--- config.mk ---
export PLATFORM = sky130hd
export DESIGN_NAME = slot_watchdog_flat
export DESIGN_NICKNAME = d
export VERILOG_FILES = /design/src/rtl/slot_watchdog_pkg.sv /design/src/rtl/slot_watchdog_if.sv /design/src/rtl/slot_wd_counter.sv /design/src/rtl/slot_watchdog.sv /design/src/flat_wrapper.sv
export SDC_FILE = /design/constraint.sdc
export NUM_CORES = 1
export LEC_CHECK = 0
export BUFFER_PORTS_ARGS = -buffer_cell sky130_fd_sc_hd__buf_2
export CAP_MARGIN = 20
export CELL_PAD_IN_SITES_DETAIL_PLACEMENT = 0
export CELL_PAD_IN_SITES_GLOBAL_PLACEMENT = 1
export CORE_ASPECT_RATIO = 1.25
export CORE_UTILIZATION = 26
export CTS_BUF_LIST = sky130_fd_sc_hd__clkbuf_4 sky130_fd_sc_hd__clkbuf_8
export CTS_CLUSTER_DIAMETER = 150
export DETAILED_ROUTE_END_ITERATION = 6
export PLACE_DENSITY_LB_ADDON = 0.1
export SYNTH_ARGS = -nofsm -noshare
export SYNTH_HDL_FRONTEND = slang
export SYNTH_SLANG_ARGS = --single-unit
export TNS_END_PERCENT = 50
--- constraint.sdc ---
create_clock -name clk -period 5.6 [get_ports clk]
set_input_delay 0.28 -clock clk [delete_from_list [all_inputs] [get_ports clk]]
set_output_delay 0.28 -clock clk [all_outputs]
set_load 0.02 [all_outputs]
--- src/rtl/slot_watchdog_pkg.sv ---
`default_nettype none
// ============================================================================
// Module : slot_watchdog_pkg
// Brief  : Shared constants and state encoding for the per-slot watchdog.
// Rev    : 1.0  initial release
// ============================================================================
package slot_watchdog_pkg;

    localparam int NSLOTS = 4;

    localparam logic [15:0] OFS_CTRL   = 16'h0000;
    localparam logic [15:0] OFS_RELOAD = 16'h0002;
    localparam logic [15:0] OFS_KICK   = 16'h0004;
    localparam logic [15:0] OFS_KILL   = 16'h0006;

    typedef enum logic [1:0] {
        ST_OFF   = 2'd0,
        ST_ARMED = 2'd1,
        ST_FIRE  = 2'd2
    } wd_state_e;

endpackage
`default_nettype wire

--- src/rtl/slot_watchdog_if.sv ---
`default_nettype none
// ============================================================================
// Module : slot_watchdog_if
// Brief  : Core IO bus as seen by the watchdog (core = master).
// Rev    : 1.0  initial release
// ============================================================================
interface slot_watchdog_if;
    logic        io_wr;
    logic        io_rd;
    logic [1:0]  io_slot;
    logic [15:0] io_addr;
    logic [15:0] io_wdata;
    logic [15:0] io_rdata;

    modport master (output io_wr, io_rd, io_slot, io_addr, io_wdata, input io_rdata);
    modport slave  (input io_wr, io_rd, io_slot, io_addr, io_wdata, output io_rdata);
endinterface
`default_nettype wire

--- src/rtl/slot_wd_counter.sv ---
`default_nettype none
// ============================================================================
// Module : slot_wd_counter
// Brief  : One slot's watchdog FSM and down-counter.
// Rev    : 1.0  initial release
// ============================================================================
module slot_wd_counter
    import slot_watchdog_pkg::*;
#(
    parameter int               CNT_W      = 16,
    parameter logic [CNT_W-1:0] RELOAD_RST = {CNT_W{1'b1}}
) (
    input  wire logic             clk,
    input  wire logic             resetq,
    input  wire logic             enable_i,
    input  wire logic             kick_i,
    input  wire logic             active_i,
    input  wire logic [CNT_W-1:0] reload_i,
    output logic                  fire_o,
    output logic [1:0]            state_o
);

    wd_state_e        state_q, state_d;
    logic [CNT_W-1:0] cnt_q, cnt_d;

    always_ff @(posedge clk or negedge resetq) begin
        if (!resetq) begin
            state_q <= ST_OFF;
            cnt_q   <= RELOAD_RST;
        end else begin
            state_q <= state_d;
            cnt_q   <= cnt_d;
        end
    end

    // Priority inside ARMED: disable, then kick, then the slot's own turn.
    always_comb begin
        state_d = state_q;
        cnt_d   = cnt_q;
        case (state_q)
            ST_OFF: begin
                cnt_d = reload_i;
                if (enable_i) state_d = ST_ARMED;
            end
            ST_ARMED: begin
                if (!enable_i) begin
                    state_d = ST_OFF;
                    cnt_d   = reload_i;
                end else if (kick_i) begin
                    cnt_d = reload_i;
                end else if (active_i) begin
                    if (cnt_q == '0) state_d = ST_FIRE;
                    else             cnt_d   = cnt_q - CNT_W'(1);
                end
            end
            ST_FIRE: begin
                cnt_d   = reload_i;
                state_d = enable_i ? ST_ARMED : ST_OFF;
            end
            default: begin
                state_d = ST_OFF;
                cnt_d   = reload_i;
            end
        endcase
    end

    assign fire_o  = (state_q == ST_FIRE);
    assign state_o = state_q;

endmodule
`default_nettype wire

--- src/rtl/slot_watchdog.sv ---
`default_nettype none
// ============================================================================
// Module : slot_watchdog
// Brief  : Per-slot watchdog for the 4-slot barrel core; IO decode and kill.
// Rev    : 1.0  initial release
// ============================================================================
module slot_watchdog
    import slot_watchdog_pkg::*;
#(
    parameter int               CNT_W      = 16,
    parameter logic [15:0]      BASE_ADDR  = 16'h0400,
    parameter logic [CNT_W-1:0] RELOAD_RST = {CNT_W{1'b1}}
) (
    input  wire logic               clk,
    input  wire logic               resetq,
    slot_watchdog_if.slave          bus,
    output logic [NSLOTS-1:0]       kill_slot_rq,
    output logic [NSLOTS-1:0]       fired
);

    localparam logic [15:0] ADDR_CTRL   = BASE_ADDR + OFS_CTRL;
    localparam logic [15:0] ADDR_RELOAD = BASE_ADDR + OFS_RELOAD;
    localparam logic [15:0] ADDR_KICK   = BASE_ADDR + OFS_KICK;
    localparam logic [15:0] ADDR_KILL   = BASE_ADDR + OFS_KILL;

    logic                  wr_ctrl, wr_reload, wr_kick, wr_kill, rd_ctrl;
    logic [NSLOTS-1:0]     enable_q, fired_q, fired_d, kill_q, fire_vec, clr_vec;
    logic [CNT_W-1:0]      reload_q;
    logic [15:0]           rdata_q;
    logic [2*NSLOTS-1:0]   state_bits;

    assign wr_ctrl   = bus.io_wr && (bus.io_addr == ADDR_CTRL);
    assign wr_reload = bus.io_wr && (bus.io_addr == ADDR_RELOAD);
    assign wr_kick   = bus.io_wr && (bus.io_addr == ADDR_KICK);
    assign wr_kill   = bus.io_wr && (bus.io_addr == ADDR_KILL);
    assign rd_ctrl   = bus.io_rd && (bus.io_addr == ADDR_CTRL);

    generate
        for (genvar n = 0; n < NSLOTS; n++) begin : g_slot
            slot_wd_counter #(
                .CNT_W      (CNT_W),
                .RELOAD_RST (RELOAD_RST)
            ) u_cnt (
                .clk      (clk),
                .resetq   (resetq),
                .enable_i (enable_q[n]),
                .kick_i   (wr_kick && (bus.io_slot == 2'(n))),
                .active_i (bus.io_slot == 2'(n)),
                .reload_i (reload_q),
                .fire_o   (fire_vec[n]),
                .state_o  (state_bits[2*n +: 2])
            );
        end
    endgenerate

    // A fire in the same clock as a clear request keeps the flag set.
    assign clr_vec = wr_ctrl ? bus.io_wdata[7:4] : '0;
    assign fired_d = (fired_q & ~clr_vec) | fire_vec;

    always_ff @(posedge clk or negedge resetq) begin
        if (!resetq) begin
            enable_q <= '0;
            fired_q  <= '0;
            kill_q   <= '0;
            reload_q <= RELOAD_RST;
            rdata_q  <= '0;
        end else begin
            fired_q <= fired_d;
            kill_q  <= wr_kill ? bus.io_wdata[NSLOTS-1:0] : '0;
            if (wr_ctrl)   enable_q <= bus.io_wdata[NSLOTS-1:0];
            if (wr_reload) reload_q <= bus.io_wdata[CNT_W-1:0];
            if (rd_ctrl)   rdata_q  <= {4'b0000, state_bits, fired_q};
        end
    end

    assign kill_slot_rq = fire_vec | kill_q;
    assign fired        = fired_q;
    assign bus.io_rdata = rdata_q;

endmodule
`default_nettype wire

--- src/flat_wrapper.sv ---
// flat-port wrapper written by rule: the top's interface ports become plain ports
module slot_watchdog_flat import slot_watchdog_pkg::*;
#(
    parameter int               CNT_W      = 16,
    parameter logic [15:0]      BASE_ADDR  = 16'h0400,
    parameter logic [CNT_W-1:0] RELOAD_RST = {CNT_W{1'b1}}
)
  (clk, resetq, kill_slot_rq, fired, bus_io_wr, bus_io_rd, bus_io_slot, bus_io_addr, bus_io_wdata, bus_io_rdata);
  slot_watchdog_if bus_i ();
  input  wire logic clk;
  input  wire logic resetq;
  output logic [NSLOTS-1:0] kill_slot_rq;
  output logic [NSLOTS-1:0] fired;
  input wire logic [$bits(bus_i.io_wr)-1:0] bus_io_wr;
  input wire logic [$bits(bus_i.io_rd)-1:0] bus_io_rd;
  input wire logic [$bits(bus_i.io_slot)-1:0] bus_io_slot;
  input wire logic [$bits(bus_i.io_addr)-1:0] bus_io_addr;
  input wire logic [$bits(bus_i.io_wdata)-1:0] bus_io_wdata;
  output wire logic [$bits(bus_i.io_rdata)-1:0] bus_io_rdata;
  assign bus_i.io_wr = bus_io_wr;
  assign bus_i.io_rd = bus_io_rd;
  assign bus_i.io_slot = bus_io_slot;
  assign bus_i.io_addr = bus_io_addr;
  assign bus_i.io_wdata = bus_io_wdata;
  assign bus_io_rdata = bus_i.io_rdata;
  slot_watchdog #(.CNT_W(CNT_W), .BASE_ADDR(BASE_ADDR), .RELOAD_RST(RELOAD_RST)) u_core (.clk(clk), .resetq(resetq), .bus(bus_i), .kill_slot_rq(kill_slot_rq), .fired(fired));
endmodule
# Word-level counts from Yosys, hierarchy flattened
# Cells that the tools add are included.
# totals
regBits	112
latchBits	0
ram_bits	0
romBits	0
in_bits	38
output_inout_bits	24
word_cells	136
memories	0
# classes
n_addsub	4
n_mul	0
div	0
magnitude_cmp	0
n_eq_ne	39
shifts	0
mux	50
bitwise	4
reduce_logical	26
# op_table
cell	count
2-to-1 mux 16 bit	20
== test 16 x 11 -> 1 bit, second input constant	4
logical NOT 16 bit	4
subtractor 16 x 1 -> 16 bit, second input constant	4
2-to-1 mux 2 bit	20
!= test 3 bit, second input constant	12
!= test 4 bit, second input constant	8
case mux 2 bit (3 select lines)	4
AND reduction 4 bit	4
== test 2 bit, second input constant	6
== test 2 x 1 -> 1 bit, second input constant	5
logical NOT 2 bit	5
logical AND 1 bit	9
2-to-1 mux 4 bit	2
!= test 2 x 1 -> 1 bit, second input constant	4
OR 4 bit	2
AND reduction 2 bit	4
AND 4 bit	1
2-to-1 mux 1 bit	4
inverter 4 bit	1

# Logic depth before layout (Yosys ltp)
# depth
word_depth	6
ltp_mapped	8
ltp_nobuf	7

# By module
# Synthesis repeated with hierarchy kept, for this count alone.
# hier_totals
hier_cells	647
area_unflattened_um2	6465.0
# modules_own_cells
mod	n_inst	cells_per_inst	area_each_um2	seq_area_each_um2
slot_wd_counter (u_core.g_slot[0].u_cnt ...)	2	128	1172.4	470.5
slot_watchdog	1	125	1776.7	1021.0
slot_wd_counter (u_core.g_slot[2].u_cnt)	1	135	1174.9	470.5
slot_wd_counter (u_core.g_slot[3].u_cnt)	1	131	1168.6	470.5

# Least setup slack after synthesis
# Ideal clock, no wire load.
# synth_timing
kind	register to register
start	reg u_core.g_slot[2].u_cnt.cnt_q[0]
end	reg u_core.g_slot[2].u_cnt.cnt_q[3]
setup_ns	0.094
arrival_ns	1.864
required_time_ns	5.506
path_slack_ns	3.641
path_stages_with_launch	9
n_path_buf	1
period_less_slack_ns	1.959
path_cell_list	dfstp_2 -> inv_1 -> ha_1 -> nor3b_1 -> and4b_1 -> buf_4 -> nor4b_1 -> nor3_1 -> a311oi_1
# synth_between
elab_chain_cells	6
word_cells_on_any_way	9
classes_between	add/sub: 1; eq/ne: 1; mux: 5; reduce/logical: 2
# synth_rtl
item	line	rtl
from (decl)	slot_wd_counter.sv:24	logic [CNT_W-1:0] cnt_q, cnt_d;
from (signal assigned)	slot_wd_counter.sv:32	cnt_q <= cnt_d;
subtractor 16 x 1 -> 16 bit	slot_wd_counter.sv:53	else cnt_d = cnt_q - CNT_W'(1);
2-to-1 mux 16 bit	slot_wd_counter.sv:52	if (cnt_q == '0) state_d = ST_FIRE;
2-to-1 mux 16 bit	slot_wd_counter.sv:51	end else if (active_i) begin
2-to-1 mux 16 bit	slot_wd_counter.sv:49	end else if (kick_i) begin
2-to-1 mux 16 bit	slot_wd_counter.sv:46	if (!enable_i) begin
2-to-1 mux 16 bit	slot_wd_counter.sv:40	case (state_q)
# Parallel ways exist; a longest one is shown, timed or not. The select of a mux whose other input is x is not followed.
# A chain may end at the register's enable or synchronous reset.

# Worst setup path in the final report
# layout_timing
start	reg u_core.g_slot[0].u_cnt.cnt_q[0]
end	reg u_core.g_slot[0].u_cnt.cnt_q[13]
# layout_between
elab_chain_cells	6
word_cells_on_any_way	9
classes_between	add/sub: 1; eq/ne: 1; mux: 5; reduce/logical: 2
# layout_rtl
item	line
from (decl)	slot_wd_counter.sv:24
from (signal assigned)	slot_wd_counter.sv:32
subtractor 16 x 1 -> 16 bit	slot_wd_counter.sv:53
2-to-1 mux 16 bit	slot_wd_counter.sv:52
2-to-1 mux 16 bit	slot_wd_counter.sv:51
2-to-1 mux 16 bit	slot_wd_counter.sv:49
2-to-1 mux 16 bit	slot_wd_counter.sv:46
2-to-1 mux 16 bit	slot_wd_counter.sv:40
# Parallel ways exist; a longest one is shown, timed or not. The select of a mux whose other input is x is not followed.

==> impl_summary.md <==
Run status
The flow ran to the end, and the final reports show no timing, DRC or antenna violations.

Worst hold path
In this run the worst hold path is classified as input port to flip-flop.

Critical path
In this run the critical register-to-register path is launched from u_core.g_slot[0].u_cnt.cnt_q[0]. The worst register-to-register path has a depth of 7. The slowest stage cell on the critical path is sky130_fd_sc_hd__and4_1. The critical path class is flip-flop to flip-flop. The worst setup path is captured at a flip-flop.

The cell family contributing the most delay on the critical path is simple AND/OR/NAND/NOR gates. At the worst endpoint, the arrival time is 2.72 ns. The critical path buffer and inverter count is 1. The kind of launch point of the worst setup path is a flip-flop. Setup slack on the worst reg-to-reg path comes out at 3.23 ns.

For the worst setup path, the data required time is 5.94 ns. The critical path endpoint is u_core.g_slot[0].u_cnt.cnt_q[13]. Along the worst path, the maximum fanout reaches 10.

In this run the critical register-to-register path is captured at u_core.g_slot[0].u_cnt.cnt_q[13]. The largest single stage delay on the critical path is just under 0.6 ns. In this run the worst setup path begins at u_core.g_slot[0].u_cnt.cnt_q[0]. The total stage count of the critical path is 7. The critical path goes through inv_1 -> ha_1 -> nor3b_1 -> and4_1 -> nor2_1 -> a31o_2 -> o22ai_1.

Detailed routing
In the routed layout, each cell is associated on average with a via count of about 5. Once detail routing completed, the nets flagged for antenna violations numbered 0. The detailed router finished its first iteration with around 230 violations. The detailed-route DRC error count is 0.

The total wirelength of the detailed-routed design is 18.7 mm. The routed length per instance is between 15 and 20 µm. Detailed routing inserted a total of between 4000 and 5000 vias. The number of search-and-repair iterations in the first detailed-routing pass is 4.

Yosys
The synthesized netlist devotes less than 1% of its cell area to adder and majority cells. Counting flops with an async set or reset pin after synthesis yields a share of 100%. Dividing the synthesized area by the synthesized cell count gives just over 10 µm². The xor/xnor cell area share of the yosys netlist is ~4.8%.

The synthesized area is 6010 µm². The synthesized netlist devotes 23.6% of its cell area to simple gates. In the synthesized netlist, mux cells make up ~7% of the area.

The most frequently used flop master after synthesis is sky130_fd_sc_hd__dfstp_2. After technology mapping, the gate count stands at approximately 600. The register bit count reported by yosys is 112. The total number of yosys warnings is 0. The number of different library cells used by synthesis comes to 67. The share of synthesized area occupied by flip-flops and latches is 48.3%. After synthesis, the largest family of logic cells by area is simple AND/OR/NAND/NOR gates. The synthesized-area fraction occupied by ao, oa, aoi and oai cells is about an eighth.

The number of enable flip-flop cells after synthesis is 0.

Global routing
Entering global routing, the biggest net connects 61 pins. The via count of the first global-routing pass came to ~4800. The total overflow left after global routing is 0. The wire length of the first global-routing pass is between 20 and 30 mm. The layer with the highest usage is met2. The number of antenna violations at the first check in global routing is 2.

The met1 routing resource usage after global routing is between 20 and 25%. The total global routing track utilization is approximately 17%. The fraction of met2 tracks used by global routing is just under 30%. The met3 capacity usage during global routing is under 10%.

Place
The count of buffers from port buffering is 57. The placed wire-length estimate is around 13 mm. In this run the cell area measured after placement is between 6000 and 7000 µm².

The routability-driven placement congestion ratio is ~0.76.

Final layout
The sequential cells in the finished layout cover a total of between 2000 and 3000 µm². Leaving out fill and tap cells, the most frequent cells in the layout are sky130_fd_sc_hd__dfstp_2 (80), sky130_fd_sc_hd__nor2_1 (67), sky130_fd_sc_hd__buf_2 (56). The share of post-route cells with drive strength above 1 is between 20% and 30%. The footprint of the multi-input gates is around 2900 µm².

The layout overhead on the synthesized area is 13.7%. The layout has 2414 filler cells. The final layout net count is 691. Once layout is complete, the utilization of the core stands at between 30 and 40%. The final design area excluding fillers is about 7000 µm².

The most common cell after layout, fill and taps aside is sky130_fd_sc_hd__dfstp_2.

STA
Setup repair after global routing left no endpoint under its margin. The total negative slack for setup checks is 0 ns. The final number of hold-violating endpoints is 0. The worst path in the final design needs a cycle of about 2.4 ns, including I/O delays and setup. The upper clock frequency limit is around 0.42 GHz. Between clock sinks in the finished design, the worst skew comes to about 0.015 ns. In the finished design, the share of the clock period the worst path needs comes to 42.4%. Setup violations remaining at the end of the flow were counted as 0.

At the pin with the least slew margin, the transition time is about 0.95 ns. The count of pins over their slew limit is 0. Headroom to the max-slew limit came out at 36.4%.

Clock tree
TritonCTS built the clock tree. After clock tree synthesis, the clock-pin slew on the worst setup and hold paths is about 0.13 ns. CTS built an H-tree with a depth of 3. No sink is reached through more buffers than the 2 on the longest clock path. Clock latency on the worst-skew pair, taken at its later pin, is ~0.41 ns.

The number of CTS-inserted buffers is 9. Counting every sink on the clock net gives roughly 110. The cell at the root of the clock tree is sky130_fd_sc_hd__clkbuf_8.

Die
In this run the vertical extent of the chip is between 150 and 200 µm. After floorplanning, the core was sized to cover 22400 µm². The floorplan step defined a die boundary enclosing 23700 µm². The I/O pin total is 62.

The floorplan has 61 rows. The width of the die is 138 µm. The starting density of the core is 26.8%.

Power
In this run the power density over the cells is about 210 nW/µm². The maximum VDD drop is 0.000114 V. The total power is around 1400 µW. The leakage power is 0.00272 µW.

Flow run
Across the run, the number of max-cap violations was 0.
[cells by family (layout without fill, tap and decap cells)]
kind of cell,count (synthesis),after routing
other,1,6
XOR/XNOR,33,33
AO/OA/AOI/OAI,114,114
multiplexers,37,37
flip-flops,112,112
AND/OR/NAND/NOR,252,252
buffers and inverters,43,98
adder cells (fa/ha/maj),4,4
[tightest hold or removal path: stages]
cell and delay, ns:
sky130_fd_sc_hd__buf_2 0.11, sky130_fd_sc_hd__nand2_1 0.05, sky130_fd_sc_hd__o21ai_1 0.05
[power by group]
part	switching (µW)	internal [µW]
Combinational	43.7	18.9
Sequential	0.718	813
Clock	344	226
[layer usage]
layer | wire [µm] | vias up
met4 | 293 | 0
li1 | - | 2265
met2 | 9640 | 41
met5 | 0 | -
met1 | 8440 | 2361
met3 | 337 | 18
[layout make-up]
| type | instances | area share, % |
|---|---|---|
| Timing Repair Buffer | 64 | 5.02 |
| Multi-Input combinational cell | 444 | 42.9 |
| Clock buffer | 9 | 1.81 |
| Tap cell | 283 | 5.18 |
| Clock inverter | 7 | 1.54 |
| Sequential cell | 112 | 42.5 |
| Antenna cell | 2 | 0.0733 |
| Inverter | 18 | 0.989 |
[synth_stat cells, types with 4 or more instances]
| cell | n | area (µm²) |
|---|---|---|
| sky130_fd_sc_hd__xnor2_1 | 20 | 175 |
| sky130_fd_sc_hd__dfstp_2 | 80 | 2100 |
| sky130_fd_sc_hd__inv_1 | 17 | 63.8 |
| sky130_fd_sc_hd__a311oi_1 | 8 | 70.1 |
| sky130_fd_sc_hd__nor3b_1 | 6 | 45.0 |
| sky130_fd_sc_hd__buf_4 | 7 | 52.6 |
| sky130_fd_sc_hd__nor2_1 | 67 | 251 |
| sky130_fd_sc_hd__and2_1 | 6 | 37.5 |
| sky130_fd_sc_hd__nand2b_1 | 4 | 25.0 |
| sky130_fd_sc_hd__o21ai_1 | 14 | 70.1 |
| sky130_fd_sc_hd__a211oi_1 | 7 | 52.6 |
| sky130_fd_sc_hd__o21a_1 | 4 | 30.0 |
| sky130_fd_sc_hd__and4_1 | 5 | 43.8 |
| sky130_fd_sc_hd__a31oi_1 | 6 | 37.5 |
| sky130_fd_sc_hd__a21o_1 | 6 | 45.0 |
| sky130_fd_sc_hd__nand4b_1 | 5 | 43.8 |
| sky130_fd_sc_hd__nor4_1 | 14 | 87.6 |
| sky130_fd_sc_hd__or3_1 | 7 | 43.8 |
| sky130_fd_sc_hd__nand3_1 | 16 | 80.1 |
| sky130_fd_sc_hd__mux2_1 | 27 | 304 |
| sky130_fd_sc_hd__a22o_1 | 4 | 35.0 |
| sky130_fd_sc_hd__mux2_2 | 5 | 56.3 |
| sky130_fd_sc_hd__nand3b_1 | 7 | 52.6 |
| sky130_fd_sc_hd__nand4_1 | 5 | 31.3 |
| sky130_fd_sc_hd__xor2_1 | 13 | 114 |
| sky130_fd_sc_hd__nor4_2 | 4 | 50.1 |
| sky130_fd_sc_hd__dfrtp_1 | 32 | 801 |
| sky130_fd_sc_hd__clkbuf_1 | 12 | 45.0 |
| sky130_fd_sc_hd__nand2_1 | 40 | 150 |
| sky130_fd_sc_hd__buf_2 | 6 | 30.0 |
| sky130_fd_sc_hd__a21oi_1 | 38 | 190 |
| sky130_fd_sc_hd__nor3_1 | 34 | 170 |
| sky130_fd_sc_hd__or4_1 | 6 | 45.0 |
| sky130_fd_sc_hd__mux2i_1 | 5 | 50.1 |
| sky130_fd_sc_hd__ha_1 | 4 | 50.1 |
| sky130_fd_sc_hd__o21ai_0 | 8 | 40.0 |
| sky130_fd_sc_hd__nor2b_1 | 5 | 31.3 |
[what timing repair did]
action / 4_1_cts / 5_1_grt
gates resized for setup: 0 / 0
hold endpoints to repair: 15 / 0
buffers inserted: 0 / 0
hold buffers: 1 / 0
[sequential cells by signal, summed over array words and instances, names as in the netlist]
| signal | cells |
|---|---|
| u_core.reload_q | 16 |
| u_core.g_slot.u_cnt.cnt_q | 64 |
| u_core.bus.io_rdata | 12 |
| u_core.g_slot.u_cnt.state_o | 8 |
| u_core.kill_q | 4 |
| u_core.fired | 4 |
| u_core.enable_q | 4 |
[per-stage QoR]
| step | hold slack, ns | instances | setup WS (ns) |
|---|---|---|---|
| after CTS | 0.0465 | 936 | 3.26 |
| after detailed placement | 0.376 | 919 | 3.14 |
| after global placement | 0.372 | 919 | 3.18 |
| after floorplan | -0.0156 | 599 | 3.64 |
| final | 0.0704 | 939 | 3.23 |
| after global routing | 0.0596 | 938 | 3.11 |
[worst min path at each step]
stage	start	end	slack, ns	depth (start not counted)
floorplan	resetq	u_core.bus.io_rdata[0]	-0.02	0
global placement	resetq	u_core.bus.io_rdata[2]	0.37	1
detailed placement	resetq	u_core.fired[2]	0.38	1
CTS	bus_io_wdata[8]	u_core.reload_q[8]	0.05	2
global route	bus_io_wdata[10]	u_core.reload_q[10]	0.06	2
finish	bus_io_wdata[13]	u_core.reload_q[13]	0.07	3
(Power assumes the default switching activity.)
